### src/rtl/avalon_pio_cmd_master_if.sv
// Avalon-MM bus between the PIO command master and its slaves.
// Uses chipselect with active-low read/write strobes, as PIO-style slaves expect.
interface avalon_pio_cmd_master_if #(
    parameter int ADDR_W = 3,
    parameter int DATA_W = 32
) ();
    logic              chipselect;
    logic              read_n;
    logic              write_n;
    logic [ADDR_W-1:0] address;
    logic [DATA_W-1:0] writedata;
    logic [DATA_W-1:0] readdata;
    logic              waitrequest;

    modport master (
        output chipselect, read_n, write_n, address, writedata,
        input  readdata, waitrequest
    );

    modport slave (
        input  chipselect, read_n, write_n, address, writedata,
        output readdata, waitrequest
    );
endinterface

### src/rtl/avalon_pio_cmd_master.sv
// Avalon-MM command master: read, write and non-atomic set/clear-bits RMW on PIO slaves.
// Define AVALON_PIO_CMD_MASTER_TIMEOUT_EN to abort requests stalled by waitrequest.
module avalon_pio_cmd_master #(
    parameter int ADDR_W         = 3,
    parameter int DATA_W         = 32,
    parameter int READ_LATENCY   = 1,
    parameter int TIMEOUT_CYCLES = 255
) (
    input  logic                        clk,
    input  logic                        reset_n,
    input  logic                        cmd_valid,
    output logic                        cmd_ready,
    input  logic [1:0]                  cmd_op,
    input  logic [ADDR_W-1:0]           cmd_address,
    input  logic [DATA_W-1:0]           cmd_writedata,
    output logic                        rsp_valid,
    output logic [DATA_W-1:0]           rsp_readdata,
    output logic                        rsp_error,
    avalon_pio_cmd_master_if.master     avm
);

    typedef enum logic [2:0] {IDLE, RD_REQ, RD_WAIT, WR_REQ, RSP} state_t;
    typedef enum logic [1:0] {OP_READ, OP_WRITE, OP_SET, OP_CLR} op_t;

    localparam logic [2:0] READ_LAT = READ_LATENCY[2:0];

    state_t            state, state_next;
    op_t               op_q;
    logic [ADDR_W-1:0] addr_q;
    logic [DATA_W-1:0] data_q;
    logic [DATA_W-1:0] rd_q;
    logic [DATA_W-1:0] rsp_data_q;
    logic [DATA_W-1:0] rsp_data_next;
    logic [2:0]        lat_cnt;
    logic              out_of_reset;
    logic              cmd_fire;
    logic              rd_sample;
    logic              rsp_load;
    logic              to_abort;

    // cmd_ready stays low until the first edge after reset releases.
    always_ff @(posedge clk or negedge reset_n) begin
        if (!reset_n) out_of_reset <= 1'b0;
        else          out_of_reset <= 1'b1;
    end

    always_ff @(posedge clk or negedge reset_n) begin
        if (!reset_n) state <= IDLE;
        else          state <= state_next;
    end

    always_comb begin
        // NOTE: defaults first so no path through the case infers a latch.
        state_next = state;
        unique case (state)
            IDLE: begin
                if (cmd_fire)
                    state_next = (op_t'(cmd_op) == OP_WRITE) ? WR_REQ : RD_REQ;
            end
            RD_REQ: begin
                if (!avm.waitrequest) state_next = RD_WAIT;
                else if (to_abort)    state_next = RSP;
            end
            RD_WAIT: begin
                if (lat_cnt == READ_LAT)
                    state_next = (op_q == OP_READ) ? RSP : WR_REQ;
            end
            WR_REQ: begin
                if (!avm.waitrequest || to_abort) state_next = RSP;
            end
            RSP:     state_next = IDLE;
            default: state_next = IDLE;
        endcase
    end

    assign cmd_ready = (state == IDLE) && out_of_reset;
    assign cmd_fire  = cmd_valid && cmd_ready;
    assign rd_sample = (state == RD_WAIT) && (lat_cnt == READ_LAT);
    assign rsp_load  = (state != RSP) && (state_next == RSP);

    // Aborted requests and plain writes report zero; a plain read reports the bus
    // value directly, an RMW reports the value it read before modifying it.
    always_comb begin
        rsp_data_next = '0;
        if (!to_abort && op_q != OP_WRITE)
            rsp_data_next = (state == RD_WAIT) ? avm.readdata : rd_q;
    end

    always_ff @(posedge clk or negedge reset_n) begin
        if (!reset_n) begin
            op_q       <= OP_READ;
            addr_q     <= '0;
            data_q     <= '0;
            rd_q       <= '0;
            lat_cnt    <= '0;
            rsp_data_q <= '0;
        end else begin
            // NOTE: registers use <= so every flop samples pre-edge values.
            if (cmd_fire) begin
                op_q   <= op_t'(cmd_op);
                addr_q <= cmd_address;
                data_q <= cmd_writedata;
            end
            if (rd_sample) begin
                rd_q <= avm.readdata;
                if (op_q == OP_SET) data_q <= avm.readdata | data_q;
                if (op_q == OP_CLR) data_q <= avm.readdata & ~data_q;
            end
            if (state == RD_WAIT && state_next == RD_WAIT) lat_cnt <= lat_cnt + 3'd1;
            else if (state == RD_REQ && state_next == RD_WAIT) lat_cnt <= 3'd1;
            else lat_cnt <= '0;
            if (rsp_load) rsp_data_q <= rsp_data_next;
        end
    end

`ifdef AVALON_PIO_CMD_MASTER_TIMEOUT_EN
    localparam logic [15:0] TO_LAST = 16'(TIMEOUT_CYCLES - 1);

    logic [15:0] to_cnt;
    logic        req_stalled;
    logic        err_q;

    assign req_stalled = (state == RD_REQ || state == WR_REQ) && avm.waitrequest;
    assign to_abort    = req_stalled && (to_cnt == TO_LAST);

    // Counts consecutive stalled cycles; any state change clears it.
    always_ff @(posedge clk or negedge reset_n) begin
        if (!reset_n) begin
            to_cnt <= '0;
            err_q  <= 1'b0;
        end else begin
            if (req_stalled && !to_abort) to_cnt <= to_cnt + 16'd1;
            else                          to_cnt <= '0;
            if (to_abort)          err_q <= 1'b1;
            else if (state == RSP) err_q <= 1'b0;
        end
    end

    assign rsp_error = err_q;
`else
    logic unused_timeout_cfg;

    assign unused_timeout_cfg = (TIMEOUT_CYCLES != 0);
    assign to_abort           = 1'b0;
    assign rsp_error          = 1'b0;
`endif

    assign rsp_valid    = (state == RSP);
    assign rsp_readdata = rsp_data_q;

    // Strobes are decoded from disjoint states, so they can never both be low.
    assign avm.chipselect = (state == RD_REQ) || (state == WR_REQ);
    assign avm.read_n     = (state != RD_REQ);
    assign avm.write_n    = (state != WR_REQ);
    assign avm.address    = addr_q;
    assign avm.writedata  = data_q;

endmodule
### src/flat_wrapper.sv
// flat-port wrapper written by rule: the top's interface ports become plain ports
module avalon_pio_cmd_master_flat 
#(
    parameter int ADDR_W         = 3,
    parameter int DATA_W         = 32,
    parameter int READ_LATENCY   = 1,
    parameter int TIMEOUT_CYCLES = 255
)
  (clk, reset_n, cmd_valid, cmd_ready, cmd_op, cmd_address, cmd_writedata, rsp_valid, rsp_readdata, rsp_error, avm_chipselect, avm_read_n, avm_write_n, avm_address, avm_writedata, avm_readdata, avm_waitrequest);
  avalon_pio_cmd_master_if #(.ADDR_W(ADDR_W), .DATA_W(DATA_W)) avm_i ();
  input  logic clk;
  input  logic reset_n;
  input  logic cmd_valid;
  output logic cmd_ready;
  input  logic [1:0] cmd_op;
  input  logic [ADDR_W-1:0] cmd_address;
  input  logic [DATA_W-1:0] cmd_writedata;
  output logic rsp_valid;
  output logic [DATA_W-1:0] rsp_readdata;
  output logic rsp_error;
  output wire logic [$bits(avm_i.chipselect)-1:0] avm_chipselect;
  output wire logic [$bits(avm_i.read_n)-1:0] avm_read_n;
  output wire logic [$bits(avm_i.write_n)-1:0] avm_write_n;
  output wire logic [$bits(avm_i.address)-1:0] avm_address;
  output wire logic [$bits(avm_i.writedata)-1:0] avm_writedata;
  input wire logic [$bits(avm_i.readdata)-1:0] avm_readdata;
  input wire logic [$bits(avm_i.waitrequest)-1:0] avm_waitrequest;
  assign avm_chipselect = avm_i.chipselect;
  assign avm_read_n = avm_i.read_n;
  assign avm_write_n = avm_i.write_n;
  assign avm_address = avm_i.address;
  assign avm_writedata = avm_i.writedata;
  assign avm_i.readdata = avm_readdata;
  assign avm_i.waitrequest = avm_waitrequest;
  avalon_pio_cmd_master #(.ADDR_W(ADDR_W), .DATA_W(DATA_W), .READ_LATENCY(READ_LATENCY), .TIMEOUT_CYCLES(TIMEOUT_CYCLES)) u_core (.clk(clk), .reset_n(reset_n), .cmd_valid(cmd_valid), .cmd_ready(cmd_ready), .cmd_op(cmd_op), .cmd_address(cmd_address), .cmd_writedata(cmd_writedata), .rsp_valid(rsp_valid), .rsp_readdata(rsp_readdata), .rsp_error(rsp_error), .avm(avm_i));
endmodule
### config.mk
export PLATFORM = sky130hd
export DESIGN_NAME = avalon_pio_cmd_master_flat
export DESIGN_NICKNAME = d
export VERILOG_FILES = /design/src/rtl/avalon_pio_cmd_master_if.sv /design/src/rtl/avalon_pio_cmd_master.sv /design/src/flat_wrapper.sv
export SDC_FILE = /design/constraint.sdc
export NUM_CORES = 1
export LEC_CHECK = 0
export CAP_MARGIN = 0
export CORE_ASPECT_RATIO = 0.7
export CORE_MARGIN = 2
export CORE_UTILIZATION = 39
export CTS_CLUSTER_DIAMETER = 50
export CTS_CLUSTER_SIZE = 8
export DETAILED_ROUTE_END_ITERATION = 10
export GPL_TIMING_DRIVEN = 0
export PLACE_DENSITY = 0.71
export RECOVER_POWER = 25
export SLEW_MARGIN = 25
export SYNTH_ARGS = -nofsm -noshare
export SYNTH_HDL_FRONTEND = slang
export SYNTH_SLANG_ARGS = --single-unit
### constraint.sdc
create_clock -name clk -period 1.8 [get_ports clk]
set_input_delay 0.36 -clock clk [delete_from_list [all_inputs] [get_ports clk]]
set_output_delay 0.36 -clock clk [all_outputs]
set_load 0.1 [all_outputs]
==> impl_metrics.ini, run 1 <==
[status]
status = finished with violations
violations = setup timing

[drt]
drc_errors = 0
viasPerCell = 5.20
ant_nets = 0
drtPass1Iterations = 4
met3WireLength_microns = 913
wl_met1_microns = 6920
detail_route.wl_per_cell_microns = 18.4
wirelength_microns = 14500
route.met2.wl_microns = 6480
vias = 4092
dr.max_layer_used = met4
initialDrtViolationCount = 216

[yosys]
synth_cell_type_count = 36
ys.flop_type = dfrtp_1
async_flop_share_pct = 100
avgSynthCellArea_sq_um = 11.8
syn_nets = 515
syn_area_sq_mm = 0.00517
yosysSeqAreaShare_pct = 52.3
netlist_top_cells_area = dfrtp_1 52%, o2bb2ai_2 8.7%, mux2_1 8.1%, mux2i_1 6.2%, o31ai_1 4.6%
syn_inst = 440
synth_seq_cells = 108
synth_top_area_share_pct = 52.3
synth-warning-count = 0
synth.largest_area_cell = dfrtp_1
synth_edf_count = 0

[flow_run]
cap_violations = 0

[clock_tree]
clock-root-buffer = clkbuf_16
clkTransAtPathRegs_ns = 0.08
clock_path_buffers = 2
cts_buffers = 9
tritoncts = yes
clk_latency_ns = 0.36
cts_sinks = 108
htree_num_levels = 3

[finish]
fin_cells = 787
layout-drive-gt1-share_pct = 38.5
fin_area_sq_mm = 0.00797
area_delta_synth_final_pct = 54.1
antenna_cells = 0
final_util_pct = 61.1
nets = 691

[sta]
relSlewSlack_pct = 28.5
min_period_ns = 1.85
setup_viol = 33
finalWorstSetupSlack_ns = -0.0488
slew_viol_final = 0
finalCritPeriodShare_pct = 103
tightest_slew_ns = 1.07
hold_viol = 0
rsz0062_at_grt = yes
fin_worst_skew_ns = 0.0145
timing.fmax_mhz = 541

[die]
die_area_sq_mm = 0.0142
io_pins = 146
die_w_microns = 142
core_sq_mm = 0.0131
start_util_pct = 39.6
rows = 35
fp.dieH_microns = 100

[hold_path]
min_delay_path_depth = 2
worstHoldPathType = flop to flop

[critical_path]
startpoint_type = flop
r2r_cells = 6
critPathMaxFanout = 10
crit_required_ns = 2.04
arrival_ns = 2.09
crit_type = flop to flop
critPathCaptureType = flop

[placed_design]
routabilityCongestion = 0.805
dpl.hpwl_microns = 9940
dp.cells = 751
place_area_sq_mm = 0.00700
port_buffers = 144

[global_route]
antenna_found_initial = 0
grt_max_degree = 70
grt_pass1_wl_microns = 21900
grt_pass1_vias = 4090
grt.total_usage_pct = 20.0
grt_overflow = 0
cell families (layout without fill, tap and decap cells):
| kind of cell | after synthesis | after routing | synth area share (%) |
|---|---|---|---|
| flip-flops | 108 | 108 | 52.3 |
| adder cells (fa/ha/maj) | 2 | 2 | 0.484 |
| XOR/XNOR | 2 | 2 | 0.339 |
| AND/OR/NAND/NOR | 56 | 56 | 5.71 |
| AO/OA/AOI/OAI | 134 | 134 | 20.8 |
| other | 2 | 2 | 0.145 |
| multiplexers | 69 | 69 | 14.3 |
| buffers and inverters | 67 | 248 | 6.05 |
cells in the mapped netlist (2+ instances only):
library cell and instances:
a21oi_1 33, buf_1 2, buf_2 13, buf_4 4
buf_6 4, clkbuf_1 10, conb_1 2, dfrtp_1 108
ha_1 2, inv_1 33, mux2_1 37, mux2i_1 32
nand2_1 36, nand2b_1 3, nand3b_1 2, nor2b_1 2
nor3_1 2, nor3b_1 2, o21ai_1 33, o2bb2ai_1 3
o2bb2ai_2 30, o31ai_1 32, xnor2_1 2
metal layers:
metal  vias up  GRT usage [%]
met2       116           32.0
met4         0           4.15
met5         -              0
li1       1925              -
met1      2036           27.1
met3        15           6.15
sequential cells by signal, summed over array words and instances (netlist names):
register / count
u_core.avm.writedata: 32
u_core.rd_q: 32
u_core.rsp_readdata: 32
u_core.avm.address: 3
u_core.lat_cnt: 3
u_core.state: 3
u_core.op_q: 2
u_core.out_of_reset: 1
critical path: stages (launching register included):
cell     delay, ns
dfrtp_2       0.45
or3b_1        0.40
buf_6         0.16
nor2_4        0.12
buf_12        0.15
buf_12        0.15
mux2_4        0.30
layout make-up:
class | instances | area [sq um]
Clock inverter | 7 | 58.8
Clock buffer | 9 | 225
Multi-Input combinational cell | 265 | 2460
Buffer | 33 | 374
Timing Repair Buffer | 165 | 1810
Fill cell | 1034 | 5080
Sequential cell | 108 | 2710
Inverter | 34 | 128
Tap cell | 166 | 208
through the flow:
stage / hold WS, ns / setup TNS [ns] / worst slack [ns]
after floorplan: 0.0644 / -40.62 / -0.637
after global placement: 0.462 / -419.00 / -4.16
after detailed placement: 0.300 / -15.96 / -0.673
after CTS: 0.484 / -1.01 / -0.0620
after global routing: 0.507 / -4.96 / -0.0962
final: 0.481 / -1.08 / -0.0488
layout by cell type (no fill, tap or decap), drive strengths merged:
| cell type | n |
|---|---|
| clkdlybuf4s50 | 71 |
| ha | 2 |
| a21oi | 33 |
| a2bb2oi | 1 |
| nand2b | 3 |
| nor3b | 2 |
| o31a | 1 |
| clkinv | 3 |
| or2 | 1 |
| or3b | 1 |
| clkbuf | 27 |
| o31ai | 32 |
| mux2i | 32 |
| nor4b | 2 |
| a22o | 1 |
| nor3 | 3 |
| nor2b | 2 |
| and4b | 1 |
| mux2 | 37 |
| clkinvlp | 1 |
| buf | 41 |
| dfrtp | 108 |
| inv | 37 |
| and3b | 1 |
| o2bb2ai | 33 |
| clkdlybuf4s15 | 67 |
| conb | 2 |
| dlygate4sd3 | 1 |
| nand2 | 36 |
| xnor2 | 2 |
| o21ai | 33 |
| nand3b | 2 |
| nor2 | 2 |
worst paths after layout:
check	startpoint	endpoint	slack, ns
worst max-delay path	u_core.state[2]$_DFF_PN0_	u_core.rd_q[1]$_DFFE_PN0P_	-0.05
worst min-delay path	u_core.rsp_readdata[0]$_DFFE_PN0P_	u_core.rsp_readdata[0]$_DFFE_PN0P_	0.48
worst max register to register	u_core.state[2]$_DFF_PN0_	u_core.rd_q[1]$_DFFE_PN0P_	-0.05
worst min register to register	u_core.rsp_readdata[0]$_DFFE_PN0P_	u_core.rsp_readdata[0]$_DFFE_PN0P_	0.48
max in group asynchronous	reset_n	u_core.rd_q[24]$_DFFE_PN0P_	0.17
min in group asynchronous	reset_n	u_core.out_of_reset$_DFF_PN0_	0.75
timing repair:
action | CTS | global route
cloned | 0 | 5
gates resized for setup | 243 | 88
hold endpoints to repair | 39 | 0
hold buffers | 1 | 0
pin swaps | 3 | 25
setup endpoints to repair | 163 | 83
setup buffers | 8 | 6
Power of run 1 is left out: the tool's default activity adds up to more than one toggle a clock period on the data nets, which glitch-free logic cannot reach.
==> run 2: changes to the inputs <==
--- a/config.mk
+++ b/config.mk
@@ -5,7 +5,7 @@
 export SDC_FILE = /design/constraint.sdc
 export NUM_CORES = 1
 export LEC_CHECK = 0
-export CAP_MARGIN = 0
+export CAP_MARGIN = 20
 export CORE_ASPECT_RATIO = 0.7
 export CORE_MARGIN = 2
 export CORE_UTILIZATION = 39
@@ -15,7 +15,6 @@
 export GPL_TIMING_DRIVEN = 0
 export PLACE_DENSITY = 0.71
 export RECOVER_POWER = 25
-export SLEW_MARGIN = 25
 export SYNTH_ARGS = -nofsm -noshare
 export SYNTH_HDL_FRONTEND = slang
 export SYNTH_SLANG_ARGS = --single-unit
==> run 2 against run 1 <==
Routed wire length is 0.32% higher. Global-route usage is essentially flat. Clock skew fell by 0.0014 ns. Critical endpoint is now u_core.rd_q[15]$_DFFE_PN0P_. Core utilization is 0.94 points lower. Critical path type unchanged. Design area fell by 1.5%. Clock-buffer cell count unchanged. Critical path depth down 1. Hold slack worse by 0.30 ns. The run still ends with setup timing left. Via count increased by 0.22%.
==> impl_metrics.ini, run 2 (same netlist as run 1, synthesis figures left out) <==
[drt]
detail_route.wl_per_cell_microns = 18.5
initialDrtViolationCount = 236
route.met2.wl_microns = 6660
wl_met1_microns = 6750
wirelength_microns = 14500
dr.max_layer_used = met4
ant_nets = 0
met3WireLength_microns = 956
drtPass1Iterations = 5
drc_errors = 0
vias = 4101
viasPerCell = 5.22

[status]
status = finished with violations
violations = setup timing

[finish]
antenna_cells = 0
final_common_cell = dfrtp_1
final_cell_mix = 105 x dfrtp_1, 71 x clkdlybuf4s50_1, 67 x clkdlybuf4s15_2, 37 x mux2_4, 34 x nand2_1
area_delta_synth_final_pct = 51.7
layout-drive-gt1-share_pct = 36.0
fin_area_sq_mm = 0.00785
num-fill-cells = 1045
nets = 689

[critical_path]
critPathSlowestCell = or3b_4
cpLargestDelayFamily = simple AND/OR/NAND/NOR gates
critPathBufInv = 2
worstPathCellList = or3b_4 > nor2_4 > buf_12 > clkbuf_16 > mux2_4
arrival_ns = 2.05
crit_required_ns = 2.03
cpPeakStageDelay_ns = 0.48
critPathCaptureType = flop
critPathMaxFanout = 7
startpoint_type = flop
crit_type = flop to flop

[die]
die_w_microns = 142
fp.dieH_microns = 100
io_pins = 146
die_area_sq_mm = 0.0142
start_util_pct = 39.6
core_sq_mm = 0.0131
rows = 35

[sta]
finalWorstSetupSlack_ns = -0.0219
hold_viol = 0
tightest_slew_ns = 1.03
rsz0062_at_grt = yes
timing.fmax_mhz = 549
relSlewSlack_pct = 31.2
min_period_ns = 1.82
fin_worst_skew_ns = 0.0130
finalCritPeriodShare_pct = 101
setup_viol = 18
slew_viol_final = 0

[clock_tree]
clock_path_buffers = 2
tritoncts = yes
holdBufCountCts = 0
clk_latency_ns = 0.35
cts_buffers = 9
htree_num_levels = 3
cts_sinks = 108
clkTransAtPathRegs_ns = 0.08
clock-root-buffer = clkbuf_16

[placed_design]
routabilityCongestion = 0.805
dpl.hpwl_microns = 9950
place_area_sq_mm = 0.00699
port_buffers = 144

[global_route]
grt_max_degree = 70
grt_pass1_wl_microns = 21900
antenna_found_initial = 0
grt_pass1_vias = 4150
grt_overflow = 0
grt.total_usage_pct = 19.9

[flow_run]
cap_violations = 0

[hold_path]
worstHoldPathType = primary input to async pin
==> run 2: metal layers <==
metal  up-vias  global-route usage (%)
met1      2023                    27.1
li1       1929                       -
met3        13                    5.82
met2       136                    32.0
met4         0                    4.38
met5         -                       0
==> run 2: final timing paths <==
| check | from | to | slack, ns | cells past startpoint |
|---|---|---|---|---|
| hold reg to reg | u_core.rsp_readdata[4]$_DFFE_PN0P_ | u_core.rsp_readdata[4]$_DFFE_PN0P_ | 0.48 | 2 |
| hold / removal | reset_n | u_core.rsp_readdata[17]$_DFFE_PN0P_ | 0.19 | 1 |
| setup reg to reg | u_core.state[2]$_DFF_PN0_ | u_core.rd_q[15]$_DFFE_PN0P_ | -0.02 | 5 |
| max in group asynchronous | reset_n | u_core.rsp_readdata[23]$_DFFE_PN0P_ | 0.44 | 2 |
| setup / recovery | u_core.state[2]$_DFF_PN0_ | u_core.rd_q[15]$_DFFE_PN0P_ | -0.02 | 5 |
| min in group clk | u_core.rsp_readdata[4]$_DFFE_PN0P_ | u_core.rsp_readdata[4]$_DFFE_PN0P_ | 0.48 | 2 |
==> run 2: final cells by class <==
cell class	count	area (sq um)	area share, %
well taps	166	208	2.65
clock inverters	7	58.8	0.750
multi-input cells	265	2420	30.8
plain buffers	32	329	4.19
flip-flops and latches	108	2710	34.5
inverters	34	128	1.63
clock buffers	9	225	2.87
repair buffers	164	1770	22.6
==> run 2: timing repair <==
item                                    4_1_cts  5_1_grt
pin swaps                                     3        4
setup buffers                                 6        9
endpoints found under the setup margin      162       88
resized for setup                           254       56
gates cloned                                  0        4
==> run 2: metrics by stage <==
step           cells  worst slack [ns]  utilization [%]  TNS, ns  hold WS (ns)
5_1_grt          785           -0.0786             60.1    -1.10         0.250
2_1_floorplan    440            -0.637                -   -40.62        0.0644
4_1_cts          773           -0.0593             57.2    -1.13        0.0117
3_3_place_gp     750             -4.16             53.4  -419.00         0.462
6_report         785           -0.0219             60.1   -0.230         0.185
3_5_place_dp     751            -0.680             53.6   -15.61         0.383
Power of run 2 is left out for the same reason.
==> run 3: changes to the inputs <==
==> constraint.sdc (replaced) <==
create_clock -name clk -period 1.8 [get_ports clk]
set_input_delay 0.45 -clock clk [delete_from_list [all_inputs] [get_ports clk]]
set_output_delay 0.45 -clock clk [all_outputs]
set_load 0.1 [all_outputs]
==> run 3 against run 2 <==
Clock skew decreased by 0.0081 ns. Global-route usage increased by 1.3 points. Worst setup slack got worse by 0.12 ns. The flow still finishes with violations (setup timing). Critical path depth decreased by 2. Final cell count increased by 1.9%.
==> impl_metrics.ini, run 3 (same netlist as run 1, synthesis figures left out) <==
[critical_path]
cpLargestDelayFamily = flip-flops
crit_top_cell = buf_6
critPathBufInv = 2
r2r_cells = 8
r2r-start = u_core.state[2]$_DFF_PN0_
cpPeakStageDelay_ns = 0.43
crit_required_ns = 1.35
critPathCaptureType = primary output
crit_type = flop to primary output
startpoint_type = flop
worstPathCellList = buf_6 > nor4b_4 > buf_6
ff2ff_setup_slack_ns = -0.13
critPathMaxFanout = 4
critPathSlowestCell = dfrtp_2
arrival_ns = 1.49
r2r-end = u_core.avm.writedata[8]$_DFF_PN0_

[clock_tree]
holdBufCountCts = 0
clock_path_buffers = 2
clkTransAtPathRegs_ns = 0.07
clk_latency_ns = 0.34
cts_sinks = 108
cts_buffers = 9
clock-root-buffer = clkbuf_16
tritoncts = yes
htree_num_levels = 3

[global_route]
grt_pass1_vias = 4384
grt_max_degree = 63
grt.total_usage_pct = 21.3
grt_pass1_wl_microns = 23500
antenna_found_initial = 0
grt_overflow = 0

[finish]
area_delta_synth_final_pct = 64.6
final_cell_mix = 105 x dfrtp_1, 71 x clkdlybuf4s50_1, 38 x clkdlybuf4s15_2, 36 x mux2_4, 33 x inv_1
antenna_cells = 0
num-fill-cells = 977
nets = 705
final_util_pct = 65.2
final_common_cell = dfrtp_1
layout-drive-gt1-share_pct = 45.4

[drt]
drtPass1Iterations = 4
wirelength_microns = 15400
wl_met1_microns = 7180
route.met2.wl_microns = 7150
vias = 4276
viasPerCell = 5.35
drc_errors = 0
dr.max_layer_used = met4
met3WireLength_microns = 871
ant_nets = 0
initialDrtViolationCount = 225
detail_route.wl_per_cell_microns = 19.2

[die]
fp.dieH_microns = 100
start_util_pct = 39.6
die_area_sq_mm = 0.0142
core_sq_mm = 0.0131
io_pins = 146
die_w_microns = 142
rows = 35

[placed_design]
routabilityCongestion = 0.812
port_buffers = 144
dpl.hpwl_microns = 9960

[sta]
relSlewSlack_pct = 16.8
finalWorstSetupSlack_ns = -0.141
setup_viol = 97
fin_hold_ws_ns = 0.361
hold_viol = 0
timing.fmax_mhz = 515
finalCritPeriodShare_pct = 108
tightest_slew_ns = 1.25
slew_viol_final = 0
min_period_ns = 1.94
rsz0062_at_grt = yes
fin_worst_skew_ns = 0.00493

[hold_path]
worstHoldPathType = primary input to async pin

[flow_run]
cap_violations = 0

[status]
status = finished with violations
violations = setup timing
## run 3: cell count changes in the layout (fill, tap and decap cells not counted), moves of 15 or more
cell             before  now
o31ai_2               1   18
a21oi_1              32   13
buf_2                 1   16
clkdlybuf4s15_2      67   38
o31ai_1              31   11
a21oi_2               1   20
clkdlybuf4s18_2       0   15
## run 3: final cells by class
type / count / area [sq um] / share of cell area (%)
clock buffer: 12 / 267 / 3.13
timing repair buffer: 180 / 1970 / 23.2
buffer: 32 / 372 / 4.37
sequential: 108 / 2710 / 31.8
multi-input combinational: 265 / 2840 / 33.3
tap: 166 / 208 / 2.44
inverter: 34 / 128 / 1.50
clock inverter: 3 / 21.3 / 0.250
## run 3: what timing repair did
item,CTS,global route
endpoints found under the setup margin,162,113
gates cloned,6,3
gates resized for setup,292,173
pin swaps,3,9
buffers inserted,16,14
## run 3: metal layers
layer,up-vias,track usage (%)
met5,-,0
met4,0,3.85
met3,17,5.10
met2,124,34.4
met1,2188,29.7
li1,1947,-
## run 3: how the worst max path moves through the flow
stage	start	endpoint	slack, ns	depth (start not counted)
2_1_floorplan	u_core.state[2]$_DFF_PN0_	u_core.avm.address[0]$_DFFE_PN0P_	-0.64	4
3_3_place_gp	reset_n	u_core.state[2]$_DFF_PN0_	-4.18	1
3_5_place_dp	u_core.state[1]$_DFF_PN0_	cmd_ready	-0.75	2
4_1_cts	u_core.state[1]$_DFF_PN0_	cmd_ready	-0.20	2
5_1_grt	u_core.state[1]$_DFF_PN0_	cmd_ready	-0.19	3
6_report	u_core.state[1]$_DFF_PN0_	cmd_ready	-0.14	3
## run 3: through the flow
step           cell area [sq um]  setup TNS, ns  worst slack (ns)  instances
2_1_floorplan               5310         -41.21            -0.637        440
3_3_place_gp                6960        -428.33             -4.18        750
3_5_place_dp                6990         -23.03            -0.752        751
4_1_cts                     7910          -3.28            -0.197        788
5_1_grt                     8510         -10.86            -0.195        800
6_report                    8510          -4.69            -0.141        800
## run 3: worst reg2reg max path: cells and delay by family, from the launching register on
kind	cells	cell delay [ns]
AO/OA/AOI/OAI	2	0.15
buffers and inverters	4	0.56
flip-flops	1	0.45
AND/OR/NAND/NOR	2	0.66
Power of run 3 is left out for the same reason.
